--- src/rtl/echo_engine.sv ---
// echo_engine: receives LINES input lines and echoes each one REPEAT times, optionally reversed.
// Optional feature: define ECHO_UPPERCASE_EN to upper-case echoed bytes 0x61-0x7A.
module echo_engine #(
   parameter int BUFFER_LEN = 128,
   parameter int LEN_W      = 13,
   parameter int LINES      = 3,
   parameter int REPEAT     = 1,
   parameter int REVERSE    = 0
) (
   input  logic             clk,
   input  logic             rst_n,
   output logic             in_solved,
   input  logic             out_solved,
   output logic             in_require_line,
   input  logic             out_require_line,
   input  logic             lineIn_nextASCII,
   output logic             in_newASCII_ready,
   output logic [7:0]       lineIn,
   output logic             lineOut_nextASCII,
   input  logic             out_newASCII_ready,
   input  logic [LEN_W-1:0] out_lineLen,
   input  logic [7:0]       lineOut,
   output logic             line_truncated
);

   localparam int AW    = (BUFFER_LEN > 1) ? $clog2(BUFFER_LEN) : 1;
   localparam int DEPTH = 1 << AW;
   localparam int CNT_W = 16;
   localparam bit REV   = (REVERSE != 0);

   localparam logic [LEN_W-1:0] LEN_ONE   = LEN_W'(1);
   localparam logic [LEN_W-1:0] BUF_MAX   = LEN_W'(BUFFER_LEN);
   localparam logic [CNT_W-1:0] CNT_ONE   = CNT_W'(1);
   localparam logic [CNT_W-1:0] REP_LAST  = CNT_W'(REPEAT - 1);
   localparam logic [CNT_W-1:0] LINE_LAST = CNT_W'(LINES - 1);

   typedef enum logic [1:0] {
      S_RECV,
      S_SEND,
      S_GAP,
      S_DONE
   } state_t;

   state_t           state;
   logic [LEN_W-1:0] wr_len;
   logic [LEN_W-1:0] rd_idx;
   logic [CNT_W-1:0] rep;
   logic [CNT_W-1:0] line_cnt;
   logic [7:0]       buffer [DEPTH];

   logic [AW-1:0]    wr_ptr;
   logic [AW-1:0]    rd_ptr;
   logic [7:0]       rd_byte;
   logic             sample;
   logic             store;
   logic             pass_end;
   logic             unused_len;

   function automatic logic [7:0] to_echo(input logic [7:0] b);
`ifdef ECHO_UPPERCASE_EN
      if (b >= 8'h61 && b <= 8'h7a) return b - 8'h20;
      return b;
`else
      return b;
`endif
   endfunction

   // The announced length is advisory; the 0x00 terminator alone delimits a line.
   assign unused_len = ^out_lineLen;

   assign sample            = (state == S_RECV) && out_newASCII_ready && !lineOut_nextASCII;
   assign store             = sample && (lineOut != 8'h00) && (wr_len < BUF_MAX);
   assign in_newASCII_ready = (state == S_SEND) && !out_newASCII_ready;
   assign pass_end          = in_newASCII_ready && (rd_idx == wr_len);
   assign wr_ptr            = AW'(wr_len);
   assign rd_ptr            = REV ? AW'(wr_len - rd_idx - LEN_ONE) : AW'(rd_idx);

   // NOTE: every output of an always_comb gets a default first, so no path can infer a latch.
   always_comb begin
      rd_byte = buffer[rd_ptr];
      lineIn  = 8'h00;
      if (rd_idx != wr_len) lineIn = to_echo(rd_byte);
   end

   // NOTE: the line buffer is deliberately not reset; wr_len/rd_idx define which entries are live.
   always_ff @(posedge clk) begin
      if (rst_n && store) buffer[wr_ptr] <= lineOut;
   end

   // NOTE: sequential state uses non-blocking assignments only, so every read sees pre-edge values.
   always_ff @(posedge clk) begin
      if (!rst_n) begin
         state             <= S_RECV;
         wr_len            <= '0;
         rd_idx            <= '0;
         rep               <= '0;
         line_cnt          <= '0;
         in_solved         <= 1'b0;
         in_require_line   <= 1'b0;
         lineOut_nextASCII <= 1'b0;
         line_truncated    <= 1'b0;
      end else begin
         lineOut_nextASCII <= 1'b0;
         if (out_require_line) in_require_line <= 1'b0;

         case (state)
            S_RECV: begin
               if (sample) begin
                  lineOut_nextASCII <= 1'b1;
                  if (wr_len == '0) line_truncated <= 1'b0;
                  if (lineOut == 8'h00) begin
                     rd_idx <= '0;
                     rep    <= '0;
                     state  <= S_SEND;
                  end else if (wr_len < BUF_MAX) begin
                     wr_len <= wr_len + LEN_ONE;
                  end else begin
                     line_truncated <= 1'b1;
                  end
               end
            end

            S_SEND: begin
               if (pass_end) begin
                  rd_idx <= '0;
                  if (rep < REP_LAST) begin
                     rep   <= rep + CNT_ONE;
                     state <= S_GAP;
                  end else begin
                     wr_len <= '0;
                     rep    <= '0;
                     if (line_cnt == LINE_LAST) begin
                        line_cnt  <= '0;
                        in_solved <= 1'b1;
                        state     <= S_DONE;
                     end else begin
                        // Setting the request wins over a coincident acknowledge of the previous one.
                        line_cnt        <= line_cnt + CNT_ONE;
                        in_require_line <= 1'b1;
                        state           <= S_RECV;
                     end
                  end
               end else if (in_newASCII_ready && lineIn_nextASCII) begin
                  rd_idx <= rd_idx + LEN_ONE;
               end
            end

            S_GAP: state <= S_SEND;

            S_DONE: begin
               if (out_solved) begin
                  in_solved <= 1'b0;
                  state     <= S_RECV;
               end
            end

            default: state <= S_RECV;
         endcase
      end
   end

endmodule

--- config.mk ---
export PLATFORM = sky130hd
export DESIGN_NAME = echo_engine
export DESIGN_NICKNAME = d
export VERILOG_FILES = /design/src/rtl/echo_engine.sv
export SDC_FILE = /design/constraint.sdc
export NUM_CORES = 1
export LEC_CHECK = 0
export ABC_AREA = 1
export CAP_MARGIN = 20
export CORE_UTILIZATION = 45
export CTS_CLUSTER_DIAMETER = 40
export DETAILED_ROUTE_END_ITERATION = 8
export DONT_BUFFER_PORTS = 1
export PLACE_DENSITY = 0.63
export SYNTH_ARGS = -nofsm -noshare
export SYNTH_HDL_FRONTEND = slang
export SYNTH_SLANG_ARGS = --single-unit
--- constraint.sdc ---
create_clock -name clk -period 2.38 [get_ports clk]
set_input_delay 0.476 -clock clk [delete_from_list [all_inputs] [get_ports clk]]
set_output_delay 0.476 -clock clk [all_outputs]
set_load 0.01 [all_outputs]
Word-level counts from Yosys, hierarchy flattened --
Memories as Yosys holds them, arrays and structs flattened. A register that Yosys moved wholly into a read port is not among the register bits. Cells that the tools add are included.
Operators by class: $mul 0, mux-type cells 43, divide/modulo/power cells 0, shift operators 0, reduce and logical (&&, ||, !) cells 24, eq/ne operators 15, bitwise operators 1, order comparisons 2, $add $sub $neg 4
Operator list (count):
- two-way mux 13 bit | 9
- two-way mux 16 bit | 5
- case mux 13 bit (2 select lines) | 2
- adder 16 x 1 -> 16 bit, second input constant | 2
- case mux 16 bit (2 select lines) | 1
- adder 13 x 1 -> 13 bit, second input constant | 2
- equality test 16 x 2 -> 1 bit, second input constant | 1
- < comparator 16 x 1 -> 1 bit, second input constant | 1
- two-way mux 1 bit | 15
- two-way mux 7 bit | 2
- equality test 13 bit | 1
- zero test 13 bit | 1
- < comparator 13 x 8 -> 1 bit, second input constant | 1
- inequality test 13 bit | 1
- two-way mux 2 bit | 6
- AND reduction 4 bit | 3
- inequality test 2 bit, second input constant | 5
- logical AND 1 bit | 8
- zero test 8 bit | 1
- two-way mux 8 bit | 1
- case mux 2 bit (4 select lines) | 1
- nonzero test 8 bit | 1
- inequality test 2 x 1 -> 1 bit, second input constant | 3
- AND reduction 6 bit | 1
- other kinds (11) | 15
Storage, ports and cells: bits in read-only memories 0, input port bits 27, bits in registers 64, memories 1, latch bits 0, output and inout port bits 13, logic and storage cells 99, bits in writable memories 1024
Memories:
- buffer | depth 128, width 8, read ports 1, clocked after memory_dff 1, write ports 1, line 49 | logic [7:0] buffer [DEPTH];

Longest topological paths before layout --
Gate-level depths: netlist of run 1.
depth in word-level cells 8, depth in mapped cells 14, mapped depth without buffers 12

Least setup slack after synthesis of run 1 --
Ideal clock, no wire load.
path type input port to flip-flop, from input out_newASCII_ready, to memory buffer[127][0] (enable), buffers on the path 1, setup time 0.370 ns, arrival 1.883 ns, path slack 0.127 ns, data required time 2.010 ns, stages on the path 9, path through inv_1 nor2_1 nand2_1 inv_1 nand3_2 nor3_4 nand2_1 buf_2 nor2_1
Between the ends: longest elaborated chain between the ends 7
Ends and longest elaborated chain:
- start: declaration | line 20 | input logic out_newASCII_ready,
- logical AND 1 bit (2 in series) | line 71 | assign sample = (state == S_RECV) && out_newASCII_ready && !lineOut_nextASCII;
- logical AND 1 bit (2 in series) | line 72 | assign store = sample && (lineOut != 8'h00) && (wr_len < BUF_MAX);
- logical AND 1 bit | line 87 | if (rst_n && store) buffer[wr_ptr] <= lineOut;
- two-way mux 1 bit | line 87
- two-way mux 1 bit (not written as such) | line 87
- end: declaration | line 49
Every way passes these cells.

==> summary.txt, run 1 <==
outcome - complete, but fails checks
failing checks - negative setup slack
Synth Instances - 4016
largest net degree at the start of global routing - 129
Worst EP arrival - 2.94 ns
leakage power - 0.0200 uW
GPL Wtd Cong - 0.873
first-pass GRT wire length - 180000 um
Final Hold Vio Count - 0
H-tree Lvls - 4
DRC - 0
FFs w/ async S/R, synth - 0%
gr usage total - 24.1%
DR top layer - met5
CTS Sinks - 1079
RSZ-0062 raised after global routing - yes
CP required - 1.90 ns
Initial Util - 45.5%
ant diodes - 0
Rows - 115
# setup viols final - 8
PortBufs - 0
DP Worst Slack - -0.480 ns
Final period util - 144%
Die Ht - 317 um
ys flop type - edfxtp_1
largest area contributor in the synthesized netlist - edfxtp_1
worst reg2reg path depth - 10
Worst setup SP type - flop
share of the synthesized area in the top cell type - 68.7%
layout cell share with drive strength beyond 1 - 17.5%
Setup WS post-layout - -1.04 ns
Max-Slew Margin vs Limit - 46.3%
Detailed Place HPWL - 69900 um
Area growth, synth to finish - 22.0%
CTS Buf Count - 136
vias in the first global route - 30100
Worst Tran Pin Value - 0.806 ns
mean area per synthesized cell - 11.1 um2
sequential area share after synthesis - 71.2%
CTS tree - done
worst min-delay path class - in -> reg
CTS Buffer Depth - 3
Peak Freq - 292 MHz
post-synthesis cell type count - 38
Yosys reg bits - 1079
Post-DRT Antenna Nets - 0
worst hold path depth - 5
Pwr per Cell Area - 765 mW/mm2
Root Buffer - clkbuf_16
Die X - 317 um
Final Slew Violations - 0
R2R setup slack - 0.10 ns
Clock Latency Late Sink - 0.74 ns
initial antenna violation count - 2
WS Path Type - reg -> out
routed length on met2 - 57900 um
number of synthesized flops with an enable pin - 1024
clock-pin transition on the worst setup and hold timing paths - 0.05 ns
CP max FO - 11
met3 routed WL - 10100 um
WL/cell - 21.2 um
wl on met1 - 50400 um
peak supply drop - 0.704 mV
die area - 0.101 mm2
via count - 31100
cell area after synthesis - 0.0447 mm2
total gr overflow - 0
ranking of synthesized cells by area - edfxtp_1, nand3_1, nand2_1
yosys warns - 0
WHS - 0.104 ns
Top Ports - 40
Synth Net Count - 4048
skew final - 0.0314 ns
core area - 0.0984 mm2
WL final - 122000 um
Total Power - 41700 uW
Starting DRT DRC Count - 3250
vias per cell - 5.42
min cycle time layout - 3.42 ns
First-pass DRT Iterations - 8
Max-Cap Viols - 0
crit end category - output pin
final net count - 4385
[cell type report]
class / instances / area [um2]
Clock buffer: 162 / 3610
Clock inverter: 86 / 871
Fill cell: 8245 / 43900
Inverter: 69 / 282
Multi-Input combinational cell: 2622 / 11900
Sequential cell: 1079 / 31900
Tap cell: 1287 / 1610
Timing Repair Buffer: 444 / 4420
Timing Repair inverter: 1 / 8.76
[critical path, cell delays in order (launching register included)]
cell,delay (ns)
dfxtp_4,0.49
buf_12,0.15
clkbuf_16,0.13
buf_6,0.14
buf_4,0.14
nand2_1,0.06
nand3_1,0.10
nand3_1,0.17
nand3_1,0.13
nand2_1,0.06
nand2_1,0.08
nand3_2,0.09
nand2_2,0.13
nor2_1,0.05
nor2_1,0.13
buf_4,0.17
[cells by family (layout without fill, tap and decap cells)]
logic type               after synthesis  in the layout  synth area share (%)
AO/OA/AOI/OAI                         47             47                 0.576
flip-flops                          1079           1079                  71.2
buffers and inverters                315            762                  3.08
XOR/XNOR                              23             23                 0.450
adder cells (fa/ha/maj)                5              5                 0.140
AND/OR/NAND/NOR                     2547           2547                  24.6
[metrics by stage]
stage / TNS, ns / area, um2 / utilization (%) / cells
2_1_floorplan: 0 / 44700 / - / 4016
3_3_place_gp: -2.02 / 48900 / 49.7 / 5468
3_5_place_dp: -2.12 / 48900 / 49.7 / 5468
4_1_cts: -8.10 / 53800 / 54.6 / 5731
5_1_grt: -8.97 / 54600 / 55.4 / 5750
6_report: -8.03 / 54600 / 55.4 / 5750
[synthesized netlist by cell type, types with 2 or more instances]
| master | instances |
|---|---|
| a21oi_1 | 33 |
| buf_1 | 36 |
| buf_2 | 128 |
| buf_4 | 3 |
| buf_6 | 3 |
| clkbuf_1 | 76 |
| dfxtp_1 | 55 |
| edfxtp_1 | 1024 |
| ha_1 | 5 |
| inv_1 | 60 |
| inv_2 | 9 |
| nand2_1 | 1294 |
| nand3_1 | 972 |
| nand3_2 | 9 |
| nand3b_1 | 3 |
| nand4_1 | 15 |
| nor2_1 | 218 |
| nor2_2 | 3 |
| nor3_1 | 19 |
| nor3_4 | 2 |
| nor4_1 | 3 |
| o21ai_0 | 7 |
| or2_2 | 3 |
| xnor2_1 | 4 |
| xor2_1 | 19 |
[sequential cells by signal (all words and copies together), names as in the netlist, named ones only]
register and cells:
line_cnt 16, lineOut_nextASCII 1, rd_idx 13, wr_len 13, in_solved 1, in_require_line 1, state 2, line_truncated 1
buffer 1024
[final timing paths]
kind	start	endpoint
min	out_newASCII_ready	lineOut_nextASCII
max reg2reg	wr_len[12]	buffer[50][1]
min reg2reg	wr_len[11]	wr_len[11]
max	flop	lineIn[1]
[what timing repair did]
action / in CTS / in global routing
hold endpoints to repair: 1046 / 0
gates resized for setup: 13 / 117
pin swaps: 1 / 18
hold buffers: 11 / 0
setup endpoints to repair: 8 / 453
gates cloned: 3 / 9
buffers inserted: 1 / 10
[where the power goes]
group / internal (uW) / switching, uW
combinational: 210 / 657
clock: 11900 / 8170
sequential: 20800 / 9.17
total: 32900 / 8840
[layout by cell type (no fill, tap or decap), types with 4 or more instances in the layout]
cell type   count
buf_16         17
a21oi_1        33
clkinv_2       22
buf_6          17
inv_8           4
xnor2_1         4
inv_2           8
nor2_1        207
clkinv_8        5
clkbuf_16     148
buf_12         41
bufinv_16       8
nand4_1        15
nand2_2        24
nor2_4          4
edfxtp_1     1024
nand3_1       924
nor3_1         19
nor2_2         11
buf_4         355
nand3_2        54
o21ai_0         7
dfxtp_1        51
clkinvlp_4      6
ha_1            5
nand2_4         5
xor2_1         19
inv_6          15
clkinv_4       14
clkinv_1       11
clkbuf_1       20
inv_1          58
nand2_1      1267
[per-layer routing]
layer,up-vias,track usage (%)
met4,4,8.48
li1,14800,-
met2,1141,39.2
met5,-,0
met3,203,5.30
met1,15000,31.9
(Power assumes the default switching activity.)
==> run 2, diff against run 1 <==
--- a/config.mk
+++ b/config.mk
@@ -7,11 +7,14 @@
 export LEC_CHECK = 0
 export ABC_AREA = 1
 export CAP_MARGIN = 20
+export CORE_MARGIN = 3
 export CORE_UTILIZATION = 45
 export CTS_CLUSTER_DIAMETER = 40
 export DETAILED_ROUTE_END_ITERATION = 8
 export DONT_BUFFER_PORTS = 1
+export GPL_ROUTABILITY_DRIVEN = 0
 export PLACE_DENSITY = 0.63
+export SKIP_LAST_GASP = 1
 export SYNTH_ARGS = -nofsm -noshare
 export SYNTH_HDL_FRONTEND = slang
 export SYNTH_SLANG_ARGS = --single-unit
==> run 2 against run 1 <==
Compared with the run above:
- design area increased by 0.84%
- sequential cell count unchanged
- the run still ends with negative setup slack left
- worst hold slack worse by 0.024 ns
- sequential power barely moved
- utilization rose by 0.46 points
- global-route usage is 1.1 points lower
- fmax is 2.2% lower
- clock skew rose by 0.0017 ns
==> summary.txt, run 2 (synthesized netlist as in run 1, its figures left out) <==
via count - 31200 (+0.071%)
peak supply drop - 0.653 mV (-7.1%)
Net Sw Power - 8940 uW (+1.2%)
WL/cell - 21.6 um (+2.1%)
worst min-delay path class - in -> reg
H-tree Lvls - 4 (unchanged)
Flop pwr share - 48.2% (-1.6 points)
skew final - 0.0331 ns (+0.00172 ns)
fin cells - 5697 (-0.92%)
Max-Slew Margin vs Limit - 49.9% (+3.6 points)
first-pass GRT wire length - 179000 um (-0.74%)
R2R Path Start - wr_len[9]
PortBufs - 0 (unchanged)
vias per cell - 5.47 (+1.0%)
worst reg2reg path depth - 9 (-1)
layout cell share with drive strength beyond 1 - 17.3% (-0.27 points)
Pwr per Cell Area - 784 mW/mm2 (+2.5%)
CP required - 1.90 ns (about the same)
Peak Freq - 286 MHz (-2.2%)
Top Ports - 40 (unchanged)
vias in the first global route - 29700 (-1.5%)
CP max FO - 16 (+5)
Setup WS post-layout - -1.12 ns (-0.0757 ns)
CTS Buf Count - 138 (+1.5%)
die area - 0.103 mm2 (+2.5%)
Starting DRT DRC Count - 3321 (+2.2%)
Area growth, synth to finish - 23.0%
total gr overflow - 0 (unchanged)
Clock Latency Late Sink - 0.74 ns (about the same)
largest net degree at the start of global routing - 129 (unchanged)
Final period util - 147% (+3.2 points)
CTS Buffer Depth - 3 (unchanged)
First-pass DRT Iterations - 6 (-2)
WL final - 123000 um (+1.2%)
# setup viols final - 8 (unchanged)
DRC - 0 (unchanged)
initial antenna violation count - 2 (unchanged)
min cycle time layout - 3.50 ns (+0.0757 ns)
combinational share of power - 2.0% (about the same)
Max-Cap Viols - 0 (unchanged)
crit end category - output pin
RSZ-0062 raised after global routing - yes
Die Ht - 321 um (+1.3%)
ant diodes - 0 (unchanged)
Final Hold Vio Count - 0 (unchanged)
cell count after placement - 5392 (-1.4%)
clock network power share - 49.8% (+1.7 points)
worst setup path endpoint - lineIn[7]
CTS Sinks - 1079 (unchanged)
gr usage total - 23.0% (-1.1 points)
fin util - 55.9% (+0.46 points)
Worst Tran Pin Value - 0.750 ns (-0.0557 ns)
final net count - 4328 (-1.3%)
Die X - 321 um (+1.3%)
core area - 0.0984 mm2 (unchanged)
WS Path Type - reg -> out
Largest Register - buffer
Post-DRT Antenna Nets - 0 (unchanged)
commonest non-fill, non-tap cell in the layout - nand2_1
Final Slew Violations - 0 (unchanged)
max FFs per register - 1024 (unchanged)
Detailed Place HPWL - 67200 um (-3.9%)
worst r2r dst - buffer[69][6]
leakage power - 0.0200 uW (+0.23%)
CTS tree - done
Root Buffer - clkbuf_16
outcome - complete, but fails checks
most frequent cells in the layout - nand2_1, edfxtp_1, nand3_1, buf_4, nor2_1
clock-pin transition on the worst setup and hold timing paths - 0.05 ns (about the same)
Worst EP arrival - 3.02 ns (+0.08 ns)
failing checks - negative setup slack
Worst setup SP type - flop
R2R setup slack - 0.13 ns (+0.03 ns)
Largest regs - buffer x1024, line_cnt x16
Initial Util - 45.5% (unchanged)
Rows - 115 (unchanged)
P_int - 34200 uW (+3.9%)
switching portion of total power - 20.7% (-0.44 points)
Fill cells - 8058 (-2.3%)
==> run 2: area by class of cell <==
class / instances / area, um2 / area share [%]
clock buffer: 155 / 3580 / 6.51
clock inverter: 99 / 1250 / 2.28
inverter: 69 / 295 / 0.537
multi-input combinational: 2622 / 12000 / 21.8
sequential: 1079 / 31900 / 57.9
tap: 1287 / 1610 / 2.93
timing repair buffer: 384 / 4390 / 7.97
timing repair inverter: 2 / 27.5 / 0.0500
==> run 2: layer usage <==
layer  wire (um)  vias to the layer above  track usage (%)
met4        4030                        2             8.61
met2       58100                     1333             36.9
met3       10300                      236             4.21
li1            -                    14700                -
met5          10                        -                0
met1       50900                    14900             31.5
==> run 2: timing repair <==
action	CTS	global route
endpoints found under the setup margin	8	357
cloned	3	21
resized for setup	17	143
hold buffers	11	0
hold endpoints to repair	1051	0
buffers inserted	1	15
pin swaps	1	30
==> run 2: metrics by stage <==
| step | setup TNS [ns] | area [um2] | setup WS (ns) | hold WS (ns) | power (uW) |
|---|---|---|---|---|---|
| floorplan | 0 | 44700 | 0.127 | 0.444 | 21400 |
| global placement | -3.28 | 48500 | -0.563 | 0.465 | 21600 |
| detailed placement | -3.32 | 48500 | -0.576 | 0.474 | 21600 |
| CTS | -9.40 | 53700 | -1.21 | 0.0327 | 43400 |
| global route | -9.53 | 55000 | -1.23 | 0.0933 | 44300 |
| finish | -8.71 | 55000 | -1.12 | 0.0799 | 43100 |
==> run 2: critical path, cell delays in order (launching register included) <==
cell and delay (ns):
dfxtp_4 0.41, buf_4 0.15, buf_12 0.17, buf_12 0.12, clkbuf_16 0.17, nand2_1 0.06, nand3_1 0.08, nand3_1 0.15
nand3_1 0.10, nand2_1 0.10, nand2_1 0.09, nand3_1 0.10, nand3_2 0.09, nand2_2 0.08, nor2_4 0.17, buf_4 0.13
buf_4 0.11
==> run 2: power by group through the flow <==
stage | sequential [uW] | combinational, uW | clock, uW
after global placement | 21200 | 427 | 0
final | 20800 | 863 | 21500
after detailed placement | 21200 | 429 | 0
after global routing | 20800 | 918 | 22600
after CTS | 20800 | 818 | 21800
after floorplan | 21200 | 222 | 0
==> run 2: worst min-delay path by stage <==
stage	startpoint	endpoint	slack (ns)	depth (start not counted)
after detailed placement	wr_len[10]	wr_len[10]	0.47	2
after global routing	out_newASCII_ready	lineOut_nextASCII	0.09	4
after floorplan	wr_len[9]	wr_len[9]	0.44	2
after CTS	out_newASCII_ready	lineOut_nextASCII	0.03	4
final	out_newASCII_ready	lineOut_nextASCII	0.08	4
after global placement	wr_len[10]	wr_len[10]	0.47	2
